==> config.mk <==
export PLATFORM = sky130hd
export DESIGN_NAME = multiplicador_secuencial_flat
export DESIGN_NICKNAME = d
export VERILOG_FILES = /design/src/rtl/multiplicador_secuencial_if.sv /design/src/rtl/multiplicador_secuencial.sv /design/src/flat_wrapper.sv
export SDC_FILE = /design/constraint.sdc
export NUM_CORES = 1
export LEC_CHECK = 0
export BUFFER_PORTS_ARGS = -buffer_cell sky130_fd_sc_hd__buf_2
export CAP_MARGIN = 20
export CORE_ASPECT_RATIO = 0.6
export CORE_MARGIN = 2
export CORE_UTILIZATION = 58
export CTS_BUF_LIST = sky130_fd_sc_hd__clkbuf_16
export DETAILED_ROUTE_END_ITERATION = 12
export GPL_ROUTABILITY_DRIVEN = 0
export MAX_ROUTING_LAYER = met4
export PLACE_DENSITY = 0.91
export RECOVER_POWER = 100
export REMOVE_ABC_BUFFERS = 1
export SETUP_SLACK_MARGIN = 0.02
export SYNTH_ARGS = -nofsm -noshare
export SYNTH_HDL_FRONTEND = slang
export SYNTH_SLANG_ARGS = --single-unit
==> constraint.sdc <==
create_clock -name clk -period 4.5 [get_ports clk]
set_clock_uncertainty 0.15 [all_clocks]
set_input_delay 0.45 -clock clk [delete_from_list [all_inputs] [get_ports clk]]
set_output_delay 0.45 -clock clk [all_outputs]
set_load 0.02 [all_outputs]
==> src/rtl/multiplicador_secuencial_if.sv <==
// Request/response bundle between a requester and the sequential multiplier.
// Latency: none (wiring only).
// Backpressure: requester may only present start while ready is high.
interface multiplicador_secuencial_if #(
    parameter int WIDTH = 4
);
    logic                 start;
    logic [WIDTH-1:0]     A;
    logic [WIDTH-1:0]     B;
    logic                 ready;
    logic                 done;
    logic [2*WIDTH-1:0]   P;

    // Requester side: issues operands, watches completion.
    modport master (
        output start,
        output A,
        output B,
        input  ready,
        input  done,
        input  P
    );

    // Multiplier side: accepts operands, returns the product.
    modport slave (
        input  start,
        input  A,
        input  B,
        output ready,
        output done,
        output P
    );
endinterface

==> src/rtl/multiplicador_secuencial.sv <==
// Shift-add unsigned multiplier, WIDTH x WIDTH -> 2*WIDTH, one multiplier bit per clock.
// Latency: WIDTH clocks from accepted start to done (early exit with MULT_EARLY_EXIT_EN).
// Backpressure: start is honoured only while ready=1; starts during a job are dropped.
//
// Optional build macro: MULT_EARLY_EXIT_EN -- leave MULT as soon as the remaining
// multiplier bits are all zero; the product is identical, only latency shrinks.
module multiplicador_secuencial #(
    parameter int WIDTH = 4
) (
    input  logic                     clk,
    input  logic                     rst,
    multiplicador_secuencial_if.slave bus
);
    localparam int PW = 2 * WIDTH;
    localparam int CW = (WIDTH > 2) ? $clog2(WIDTH) : 1;
    localparam logic [CW-1:0] CNT_LAST = CW'(WIDTH - 1);

    localparam logic [1:0] IDLE = 2'd0;
    localparam logic [1:0] MULT = 2'd1;
    localparam logic [1:0] DONE = 2'd2;

    logic [1:0]       state;
    logic [PW-1:0]    m;        // multiplicand, shifted left each step
    logic [WIDTH-1:0] q;        // multiplier, shifted right each step
    logic [PW-1:0]    acc;
    logic [CW-1:0]    cnt;
    logic [PW-1:0]    p_reg;

    logic [PW-1:0]    pp;
    logic [PW-1:0]    acc_sum;
    logic             last_step;

    // 1-bit multiplier stage, accumulate, and end-of-job detection.
    always_comb begin
        pp      = q[0] ? m : '0;
        acc_sum = acc + pp;
`ifdef MULT_EARLY_EXIT_EN
        // Once the shifted multiplier is empty no further partial product can be nonzero.
        last_step = (cnt == CNT_LAST) || ((q >> 1) == '0);
`else
        last_step = (cnt == CNT_LAST);
`endif
    end

    assign bus.ready = (state == IDLE);
    assign bus.done  = (state == DONE);
    assign bus.P     = p_reg;

    // Control FSM and datapath registers; reset abandons any job in flight.
    always_ff @(posedge clk) begin
        if (rst) begin
            state <= IDLE;
            m     <= '0;
            q     <= '0;
            acc   <= '0;
            cnt   <= '0;
            p_reg <= '0;
        end else begin
            case (state)
                IDLE: begin
                    if (bus.start) begin
                        m     <= {{WIDTH{1'b0}}, bus.A};
                        q     <= bus.B;
                        acc   <= '0;
                        cnt   <= '0;
                        state <= MULT;
                    end
                end
                MULT: begin
                    acc <= acc_sum;
                    m   <= m << 1;
                    q   <= q >> 1;
                    cnt <= cnt + 1'b1;
                    if (last_step) begin
                        // P only ever sees the finished sum, never a partial ACC.
                        p_reg <= acc_sum;
                        state <= DONE;
                    end
                end
                DONE: begin
                    state <= IDLE;
                end
                default: begin
                    state <= IDLE;
                end
            endcase
        end
    end
endmodule

==> src/flat_wrapper.sv <==
// flat-port wrapper written by rule: the top's interface ports become plain ports
module multiplicador_secuencial_flat 
#(
    parameter int WIDTH = 4
)
  (clk, rst, bus_start, bus_A, bus_B, bus_ready, bus_done, bus_P);
  multiplicador_secuencial_if #(.WIDTH(WIDTH)) bus_i ();
  input  logic clk;
  input  logic rst;
  input wire logic [$bits(bus_i.start)-1:0] bus_start;
  input wire logic [$bits(bus_i.A)-1:0] bus_A;
  input wire logic [$bits(bus_i.B)-1:0] bus_B;
  output wire logic [$bits(bus_i.ready)-1:0] bus_ready;
  output wire logic [$bits(bus_i.done)-1:0] bus_done;
  output wire logic [$bits(bus_i.P)-1:0] bus_P;
  assign bus_i.start = bus_start;
  assign bus_i.A = bus_A;
  assign bus_i.B = bus_B;
  assign bus_ready = bus_i.ready;
  assign bus_done = bus_i.done;
  assign bus_P = bus_i.P;
  multiplicador_secuencial #(.WIDTH(WIDTH)) u_core (.clk(clk), .rst(rst), .bus(bus_i));
endmodule
==> results by group <==
Status
  – Status: finished, final reports clean

Timing
  – Final period util: 0.5716
  – Max-slew violations: 0
  – Unrepaired setup endpoints after global routing: no
  – # setup viols final: 0
  – Max frequency: 388.8 MHz
  – Worst-Margin Slew: 1.119 ns
  – Final hold vios: 0
  – Slew margin rel.: 0.2524
  – Fin crit period: 2.572 ns
  – Sum Neg Setup Slack: 0 ns

Yosys
  – Flops & latches, synth: 32
  – Most common cell in the netlist: dfxtp_1
  – Asr flop ratio synth: 0
  – Mapped Area: 1680 µm²
  – Yosys warning count: 0
  – Post-synthesis cell type count: 37
  – Top FF cell, synth: dfxtp_1
  – Sequential area share after synthesis: 0.3812
  – Share of the synthesized area in the top cell type: 0.3812
  – Cells after synthesis: 205
  – Yosys top cell by area: dfxtp_1
  – Largest cells by area after synthesis: dfxtp_1 (38%), nor2_1 (6.5%), ha_1 (6.0%)
  – Number of synthesized flops with an enable pin: 0
  – Mean Syn Cell Area: 8.197 µm²
  – Commonest cells post-synth: dfxtp_1 (32), nor2_1 (29), nand2_1 (22)

Power and ir drop
  – Sequential Power Share: 0.461
  – Power share of the clock group: 0.464
  – Worst vdd ir: 243.0 µV
  – Combinational power share: 0.075
  – Power Density: 350.0 nW/µm²
  – Switching pwr: 0.1447 mW
  – Power Total: 0.6534 mW
  – Leakage power figure: 0.7340 nW
  – Power Internal: 0.5087 mW
  – Switch share: 0.2214

CTS
  – Post-CTS Hold Fix Bufs: 0
  – CTS max path bufs: 2
  – Resized Gates After CTS: 0
  – Total CTS buffers: 5
  – Root Driver: clkbuf_16
  – CTS Sinks: 32
  – Worst-path clk slew: 0.05 ns
  – Setup Fix Bufs, Post-CTS: 0
  – Clock latency at the later pin of the worst-skew pair: 0.27 ns
  – CTS tree: done
  – H-tree Lvls: 2

Finish
  – Nets@finish: 239
  – Synth-to-Final Area Change: 11.09%
  – Post-route insts no fill: 253
  – Ratio of cells with drive above 1 in the final layout: 0.07763
  – Antenna Cells: 0

Critical path
  – Crit path kind: register to register
  – CP endpoint kind: register
  – Register-to-register setup slack: 1.93 ns
  – Critical path peak fanout: 15
  – Worst EP required: 4.55 ns
  – Startpoint types: register
  – CP Data Arrival Time: 2.63 ns

Global routing
  – M3 GR Usage: 0.08628
  – Grt met2 use: 0.3482
  – Vias in the first global route: 1279
  – Largest net degree at the start of global routing: 39
  – Global-route wire length before repair: 5747 µm
  – Gr busiest metal: met2
  – Met1 GRT Util: 0.3202
  – All-Layer GR Usage: 0.2410
  – Initial antenna violation count: 0
  – Remaining global-route overflow: 0

Floorplan
  – Die height: 45.70 µm
  – Starting Density: 0.5969
  – Boundary Pins: 21
  – FP Rows: 15
  – Die Wd: 73.49 µm
  – Core Area: 2815 µm²
  – Die ar.: 3358 µm²

Place
  – HPWL Detailed: 2431 µm
  – Inst Count DP: 246
  – IO buf count: 20

Detailed routing
  – Antenna Nets Post-Route: 0
  – Vias/cell: 5.850
  – Drt first pass iters: 4
  – Vias: 1480
  – Residual DRC: 0
  – DRT iter0 DRCs: 98
  – DRT Wirelength: 3602 µm
  – Drt wl/cell: 14.24 µm

Run
  – Max Cap Viol: 0

Worst hold path
  – Min-Delay Path Class: primary input to register
## worst max-delay path, cell delays in order, from the launching register on
cell and delay [ns]:
dfxtp_1 0.54, nor2b_1 0.93, nand2b_1 0.24, or4_1 0.56, nand3_1 0.08
## placed cells by master (no fill, tap or decap), drive strengths merged, types with 3 or more instances in the layout
cell type / count
a21oi: 15
a211oi: 5
a311oi: 5
buf: 10
dfxtp: 32
nand2: 22
or4: 3
ha: 8
nor3: 5
and2: 7
nand2b: 3
a22oi: 7
o211ai: 3
o21ai: 5
nor2b: 9
nand3b: 6
nand3: 4
nor2: 29
inv: 5
or3: 3
clkbuf: 15
## sequential cells by signal, summed over array words and instances, names as in the netlist
name / flops
u_core.acc: 8
u_core.bus.P: 8
u_core.m: 8
u_core.q: 4
u_core.cnt: 2
u_core.state: 2
## worst paths after layout
check                                from                            to  depth (start not counted)
max          u_core.state[0]$_SDFFE_PP0P_    u_core.acc[7]$_SDFFE_PP0P_                          4
min                              bus_A[1]      u_core.m[1]$_SDFFE_PP0P_                          3
max reg2reg  u_core.state[0]$_SDFFE_PP0P_    u_core.acc[7]$_SDFFE_PP0P_                          4
min reg2reg  u_core.bus.P[3]$_SDFFE_PP0P_  u_core.bus.P[3]$_SDFFE_PP0P_                          2
## layer usage
layer / wire [µm] / up-vias
met5: 0 / -
met4: 34 / 0
met3: 380 / 4
met2: 1500 / 59
met1: 1687 / 661
li1: - / 756
## kinds of logic (layout without fill, tap and decap cells)
family / after synthesis / after routing / synth area share
adder cells (fa/ha/maj): 9 / 9 / 0.07148
buffers and inverters: 18 / 32 / 0.04542
AND/OR/NAND/NOR: 95 / 95 / 0.2844
AO/OA/AOI/OAI: 49 / 49 / 0.2070
XOR/XNOR: 2 / 2 / 0.01043
flip-flops: 32 / 32 / 0.3812
## cell type report
cell class,count,area [µm²]
clock buffers,5,125.1
repair buffers,20,87.58
well taps,34,42.54
multi-input cells,155,944.7
fillers,239,948.4
flip-flops and latches,32,640.6
clock inverters,2,7.507
inverters,5,18.77
## power by group through the flow
stage          Clock, mW  Sequential [mW]  Combinational [mW]
2_1_floorplan          0            0.304              0.0324
3_3_place_gp           0            0.306              0.0487
3_5_place_dp           0            0.306              0.0497
4_1_cts            0.306            0.301              0.0505
5_1_grt            0.320            0.302              0.0551
6_report           0.303            0.301              0.0492
## per-stage QoR
stage,util,area (µm²),hold WS [ns],worst slack [ns]
floorplan,-,1623,0.2801,2.474
global placement,0.6271,1765,0.2898,2.355
detailed placement,0.6271,1765,0.2930,2.218
CTS,0.6742,1898,0.2900,2.218
global route,0.6631,1867,0.3069,1.795
finish,0.6631,1867,0.2946,1.928
No activity file was read; power rests on OpenSTA's default activity.
